<file path="src/rtl/array_frame_collector.sv">
// rtl/array_frame_collector.sv - collects a valid/ready word stream into a registered unpacked-array frame
// Optional parity checking is enabled by defining ARRAY_FRAME_PARITY_EN.
module array_frame_collector #(
  parameter int DEPTH = 6,
  parameter int WIDTH = DEPTH + 2,
  parameter int CNT_W = $clog2(DEPTH + 1)
) (
  input  logic             clk,
  input  logic             rst_n,
  input  logic             in_valid,
  output logic             in_ready,
  input  logic [WIDTH-1:0] in_data,
  input  logic             in_last,
`ifdef ARRAY_FRAME_PARITY_EN
  input  logic             in_par,
  output logic             out_par_err,
`endif
  output logic             out_valid,
  input  logic             out_ready,
  output logic [WIDTH-1:0] out_array [DEPTH],
  output logic [CNT_W-1:0] out_count,
  output logic             out_short
);

  localparam logic [CNT_W-1:0] LAST_IDX = CNT_W'(DEPTH - 1);

  typedef enum logic {FILL, HOLD} state_t;

  state_t           state;
  state_t           next_state;
  logic [CNT_W-1:0] idx;
  logic             accept;
  logic             wrap;
  logic             release_frame;

  assign in_ready      = (state == FILL);
  assign out_valid     = (state == HOLD);
  assign accept        = in_valid && (state == FILL);
  assign wrap          = accept && ((idx == LAST_IDX) || in_last);
  assign release_frame = (state == HOLD) && out_ready;

  always_ff @(posedge clk or negedge rst_n) begin
    if (!rst_n) state <= FILL;
    else        state <= next_state;
  end

  always_comb begin
    next_state = state;
    case (state)
      FILL:    if (wrap) next_state = HOLD;
      HOLD:    if (out_ready) next_state = FILL;
      default: next_state = FILL;
    endcase
  end

  // Release wipes the whole frame so unused elements of the next short frame read 0.
  always_ff @(posedge clk or negedge rst_n) begin
    if (!rst_n) begin
      idx       <= '0;
      out_count <= '0;
      out_short <= 1'b0;
      for (int i = 0; i < DEPTH; i++) out_array[i] <= '0;
    end else if (release_frame) begin
      idx       <= '0;
      out_count <= '0;
      out_short <= 1'b0;
      for (int i = 0; i < DEPTH; i++) out_array[i] <= '0;
    end else if (accept) begin
      out_array[idx] <= in_data;
      if (wrap) begin
        idx       <= '0;
        out_count <= idx + CNT_W'(1);
        out_short <= in_last && (idx != LAST_IDX);
      end else begin
        idx <= idx + CNT_W'(1);
      end
    end
  end

`ifdef ARRAY_FRAME_PARITY_EN
  logic par_acc;
  logic par_bad;

  assign par_bad = in_par != (^in_data);

  always_ff @(posedge clk or negedge rst_n) begin
    if (!rst_n) begin
      par_acc     <= 1'b0;
      out_par_err <= 1'b0;
    end else if (release_frame) begin
      par_acc     <= 1'b0;
      out_par_err <= 1'b0;
    end else if (accept) begin
      if (wrap) begin
        par_acc     <= 1'b0;
        out_par_err <= par_acc || par_bad;
      end else begin
        par_acc <= par_acc || par_bad;
      end
    end
  end
`endif

endmodule

</file>
<file path="config.mk">
export PLATFORM = sky130hd
export DESIGN_NAME = array_frame_collector
export DESIGN_NICKNAME = d
export VERILOG_FILES = /design/src/rtl/array_frame_collector.sv
export SDC_FILE = /design/constraint.sdc
export NUM_CORES = 1
export LEC_CHECK = 0
export ABC_CLOCK_PERIOD_IN_PS = 3200
export CAP_MARGIN = 20
export CORE_ASPECT_RATIO = 0.75
export CORE_MARGIN = 2
export CORE_UTILIZATION = 54
export CTS_BUF_LIST = sky130_fd_sc_hd__clkbuf_8
export CTS_CLUSTER_DIAMETER = 120
export DETAILED_ROUTE_END_ITERATION = 12
export PLACE_DENSITY_LB_ADDON = 0.25
export SLEW_MARGIN = 20
export SYNTH_ARGS = -nofsm -noshare
export SYNTH_HDL_FRONTEND = slang
export SYNTH_SLANG_ARGS = --single-unit
</file>
<file path="constraint.sdc">
create_clock -name clk -period 3.2 [get_ports clk]
set_clock_uncertainty 0.15 [all_clocks]
set_input_delay 0.32 -clock clk [delete_from_list [all_inputs] [get_ports clk]]
set_output_delay 0.32 -clock clk [all_outputs]
set_load 0.1 [all_outputs]
</file>
==> impl_results.md, run 1 <==
* Status: finished clean
* Worst path top cell family by delay: buffers and inverters
* CP Max Fanout at 2
* Antenna violations before repair at 0
* Starting Density at 56.7%
* Area Overhead vs Synth at 26.4%
* Main synth FF type: dfrtp_1
* Peak supply drop at 0.000562 V
* CP bufs+invs at 1
* Layout Nets at 333
* WS Path Type: register to primary output
* Ys Warns at 0
* Gate power share at 50.3%
* Worst Setup Start Kind: register
* Rel. slew slack at 35.1%
* Mapped cell area at 0.00255 mm2
* Wire per inst at 16.3 um
* CTS tree: built
* Resize count post-CTS at 0
* Max-slew violations at 0
* Critical path's slowest cell: clkdlybuf4s50_1
* Count of final setup violators at 0
* Required time of the worst setup path at 2.73 ns
* Cell Area, Placed at 0.00312 mm2
* Worst skew pair latency at 0.30 ns
* Post-CTS setup buffers at 0
* Largest net degree at the start of global routing at 56
* Synth cell types at 36
* Design Power at 2.61 mW
* Chip height at 63.5 um
* Area contributors post-synth: dfrtp_1 55%, nand3_1 8.4%, nand2_1 7.7%, o21ai_0 3.5%, o21ai_1 3.1%
* Detailed Route WL at 6.11 mm
* # fillers at 347
* Cell count after placement at 367
* Post-synth top area cell: dfrtp_1
* CTS Hold Bufs at 1
* Clock sink count at 56
* Fin crit share at 72.0%
* Place WS at 1.02 ns
* Core area at 0.00449 mm2
* Clk pin slew, worst setup/hold paths at 0.10 ns
* Dpl hpwl at 4.17 mm
* Power share of the clock group at 15.0%
* Leakage Power at 1.46 nW
* # H-tree levels at 2
* Row Count at 21
* Worst-margin pin slew at 0.971 ns
* Switch share at 51.6%
* Fraction of registers with async set/reset at 100%
* Fin crit period at 2.30 ns
* WP data arrival at 1.83 ns
* Total CTS buffers at 5
* Finished Core Util at 71.7%
* Chip width at 83.3 um
* RSZ-0062 raised after global routing: no
* PwrDens at 810 mW/mm2
* Max Cap Viol at 0
* Seq/Total Area, Yosys at 55.0%
* Number of remaining DRC errors at 0
* Max Freq at 434 MHz
* Finished Cell Area at 0.00322 mm2
* Gr usage total at 24.5%
* Yosys top cell area share at 55.0%
* P_sw at 1.35 mW
* Final Hold Fails at 0
* Diode count at 0
* Syn Nets at 278
* Post-synth EDFFs at 0
* Setup crit end kind: primary output
* Syn Inst Count at 263
* Grt total ovfl at 0
* Crit-path cells: clkdlybuf4s50_1
* Die Footprint at 0.00529 mm2
* Root buf cell: clkbuf_8
* Detailed-route vias per instance at 5.66
* Setup WS post-layout at 0.895 ns
* Post-Syn Area per Cell at 9.69 um2
* Post-route non-filler standard cell count at 376
* Vias in the first global route at 1,999
* Share of layout cells above drive strength 1 at 15.7%
* First-pass GRT wire length at 10.2 mm
* Seq pwr share at 34.7%
* Worst hold slack at 0.377 ns
* First-pass detailed-route iteration total at 6
* PortBufs at 66
* Vias post-DR at 2,128
* Setup TNS at 0 ns
* Seq cells post-synth at 56
* DR iter-0 viols at 195
* Critical path's largest stage delay at 1.15 ns
* I/O pin cnt at 67
* Max clock buf depth at 2
* Worst Hold Class: register to register
* Internal power at 1.26 mW
* Routability cong. at 0.814
* Detail Route Antenna Nets at 0
cells in the mapped netlist, types with 2 or more instances:
master and instances:
mux2i_1 3, dfrtp_1 56, o31ai_1 2, nand3b_1 8, inv_1 2, o21ai_0 18, and2_0 2, nand3_1 43
buf_4 5, o21ai_2 8, nor2b_1 2, clkbuf_1 7, o21ai_1 16, nand2_1 52, and2_1 2, ha_1 2
buf_2 9, o211ai_1 8
flip-flops by register name, indices dropped and copies added (netlist names):
register	cells
out_array	48
idx	3
out_count	3
out_short	1
out_valid	1
layout make-up:
| cell class | count | area [um2] | area share, % |
|---|---|---|---|
| Timing Repair Buffer | 72 | 646 | 20.1 |
| Clock inverter | 2 | 10.0 | 0.311 |
| Multi-Input combinational cell | 181 | 1000 | 31.1 |
| Clock buffer | 6 | 82.6 | 2.57 |
| Sequential cell | 56 | 1400 | 43.5 |
| Tap cell | 57 | 71.3 | 2.22 |
| Inverter | 2 | 7.51 | 0.233 |
layout by cell type, fill, tap and decap left out:
cell,count
clkbuf_8,6
a31oi_1,1
nor3_1,1
and2_0,2
nand2b_1,1
o21ai_2,8
mux2i_1,3
and2_1,2
buf_4,28
and3b_1,1
nor2_1,1
clkinv_2,2
ha_1,2
o31ai_1,2
a21boi_0,1
nand4bb_1,1
dlygate4sd3_1,1
nand3b_1,8
dfrtp_1,56
buf_2,1
nor3b_2,1
nor4bb_2,1
xnor2_1,1
o211ai_1,8
nor2_2,1
a22oi_1,1
o21ai_1,16
nand3_1,43
nand2_2,1
nor2b_1,2
o21ai_0,18
a21o_1,1
clkdlybuf4s50_1,42
inv_1,2
nand2_1,52
and2_4,1
power groups by stage:
stage	clock (mW)	sequential [mW]	combinational, mW
6_report	0.392	0.905	1.31
5_1_grt	0.438	0.920	1.36
4_1_cts	0.400	0.905	1.31
3_5_place_dp	0	0.918	1.31
3_3_place_gp	0	0.912	1.30
2_1_floorplan	0	1.70	0.224
metal layers:
metal | global-route usage (%) | share of wire, % | vias to the layer above | wire length, um
met2 | 36.9 | 46 | 92 | 2830
met3 | 5.37 | 7.6 | 5 | 467
met1 | 36.3 | 46 | 1019 | 2790
met5 | 0 | 0 | - | 0
met4 | 6.35 | 0.36 | 0 | 22
li1 | - | - | 1012 | -
worst paths after layout:
check	startpoint	end	slack, ns	depth (start not counted)
max reg2reg	out_valid$_DFF_PN0_	out_array[46]$_DFFE_PN0P_	1.17	3
min reg2reg	out_array[21]$_DFFE_PN0P_	out_array[21]$_DFFE_PN0P_	0.38	2
min	out_array[21]$_DFFE_PN0P_	out_array[21]$_DFFE_PN0P_	0.38	2
max	out_short$_DFFE_PN0P_	out_short	0.90	1
max in group asynchronous	rst_n	out_array[12]$_DFFE_PN0P_	1.69	3
min in group asynchronous	rst_n	out_array[26]$_DFFE_PN0P_	0.41	2
cell families (layout without fill, tap and decap cells):
kind of cell / after synthesis / after routing / share of synthesized area (%)
compound gates: 56 / 56 / 13.5
xor+xnor: 1 / 1 / 0.344
fa+ha+maj: 2 / 2 / 0.982
buf+inv: 26 / 82 / 5.94
flops: 56 / 56 / 55.0
mux: 3 / 3 / 1.18
simple gates: 119 / 119 / 23.0
worst min-delay path, cell delays in order (launching register included):
cell and delay, ns:
dfrtp_1 0.38, nand2_1 0.07, o21ai_2 0.05
(Power assumes the default switching activity.)
==> run 2: changes to the inputs <==
Settings changed: ABC_CLOCK_PERIOD_IN_PS 3200 to 2000, CORE_UTILIZATION 54 to 45.
Clock period 3.2 ns to 2 ns, I/O delays scaled along.
==> impl_results.md, run 2 (synthesized netlist as in run 1, its figures left out) <==
* Vias post-DR at 2,192
* PortBufs at 66
* Detail Route Antenna Nets at 0
* PwrDens at 1310 mW/mm2
* Max FFs per register at 48
* Worst skew pair latency at 0.31 ns
* Setup TNS at 0 ns
* Switch share at 51.0%
* Fin crit share at 82.3%
* Root buf cell: clkbuf_8
* Gate power share at 49.0%
* Status: finished clean
* RSZ-0062 raised after global routing: no
* Detailed Route WL at 6.40 mm
* Die Footprint at 0.00629 mm2
* Dpl hpwl at 4.45 mm
* CTS Hold Bufs at 1
* Internal power at 2.10 mW
* WP data arrival at 1.70 ns
* Finished Core Util at 60.6%
* Post-CTS setup buffers at 0
* Leakage Power at 1.58 nW
* Fin crit period at 1.65 ns
* Power share of the clock group at 17.3%
* First-pass detailed-route iteration total at 4
* WS Path Type: register to register
* Grt total ovfl at 0
* Worst Setup Start Kind: register
* Most frequent cells in the layout: 66 x buf_4, 55 x dfrtp_1, 52 x nand2_1, 43 x nand3_1, 18 x o21ai_0
* Starting Density at 47.1%
* Seq pwr share at 33.7%
* Antenna violations before repair at 0
* Area Overhead vs Synth at 28.6%
* Worst-margin pin slew at 0.630 ns
* # H-tree levels at 2
* Largest net degree at the start of global routing at 42
* Max Freq at 608 MHz
* Clk pin slew, worst setup/hold paths at 0.10 ns
* Max-slew violations at 0
* Layout Nets at 342
* Required time of the worst setup path at 2.05 ns
* Chip height at 69.2 um
* Vias in the first global route at 2,085
* Largest Register: out_array
* Max Cap Viol at 0
* Count of final setup violators at 0
* Wire per inst at 15.9 um
* First-pass GRT wire length at 10.7 mm
* Number of remaining DRC errors at 0
* Leading cell type in the layout, fill and taps excluded: buf_4
* Resize count post-CTS at 0
* CP Max Fanout at 9
* Peak supply drop at 0.000730 V
* Setup crit end kind: register
* Rel. slew slack at 58.0%
* Routability cong. at 0.767
* Regs by FF count: out_array (48), idx (3), out_count (3)
* Worst Hold Class: primary input to asynchronous set/reset pin
* Chip width at 90.9 um
* I/O pin cnt at 67
* Share of layout cells above drive strength 1 at 27.7%
* CTS tree: built
* Gr usage total at 21.4%
* Max clock buf depth at 2
* Detailed-route vias per instance at 5.44
* Core area at 0.00541 mm2
* Final Hold Fails at 0
* Total CTS buffers at 5
* Diode count at 0
* Clock sink count at 56
* Row Count at 23
* # fillers at 494
* P_sw at 2.18 mW
* Worst hold slack at 0.287 ns
* DR iter-0 viols at 109
run 2: final timing paths:
path | startpoint | to | slack (ns) | depth (start not counted)
min reg2reg | out_array[37]$_DFFE_PN0P_ | out_array[37]$_DFFE_PN0P_ | 0.38 | 2
min | rst_n | out_valid$_DFF_PN0_ | 0.29 | 2
max in group asynchronous | rst_n | out_array[27]$_DFFE_PN0P_ | 0.79 | 3
max | idx[2]$_DFFE_PN0P_ | out_array[26]$_DFFE_PN0P_ | 0.35 | 3
min in group clk | out_ready | out_valid$_DFF_PN0_ | 0.34 | 2
max reg2reg | idx[2]$_DFFE_PN0P_ | out_array[26]$_DFFE_PN0P_ | 0.35 | 3
run 2: power groups by stage:
| stage | combinational [mW] | sequential (mW) | clock [mW] |
|---|---|---|---|
| floorplan | 0.360 | 2.72 | 0 |
| global placement | 2.09 | 1.46 | 0 |
| detailed placement | 2.11 | 1.46 | 0 |
| CTS | 2.11 | 1.44 | 0.751 |
| global route | 2.18 | 1.47 | 0.797 |
| finish | 2.10 | 1.44 | 0.741 |
run 2: area by class of cell:
class                   instances  area, um2  area share, %
clock buffers                   5       68.8           2.10
clock inverters                 3       38.8           1.18
inverters                       2       11.3          0.344
multi-input cells             181       1000           30.5
flip-flops and latches         56       1400           42.8
well taps                      75       93.8           2.86
repair buffers                 81        661           20.2
run 2: worst max-delay path: stages (launching register included):
cell and delay, ns:
dfrtp_1 0.50, nand4bb_1 0.47, o211ai_1 0.33, nand2_1 0.08
run 2: through the flow:
step	worst slack (ns)	cell area [um2]	std cells	total power, mW
5_1_grt	0.235	3280	403	4.45
3_5_place_dp	0.122	3160	394	3.57
2_1_floorplan	0.143	2550	263	3.08
6_report	0.355	3280	403	4.29
3_3_place_gp	0.160	3160	394	3.55
4_1_cts	0.355	3280	403	4.31
run 2: metal layers:
| layer | vias up | GRT usage (%) | wire length [um] |
|---|---|---|---|
| met5 | - | 0 | 0 |
| met2 | 103 | 30.7 | 2780 |
| li1 | 1029 | - | - |
| met1 | 1051 | 31.5 | 2970 |
| met3 | 9 | 6.56 | 569 |
| met4 | 0 | 5.56 | 70 |
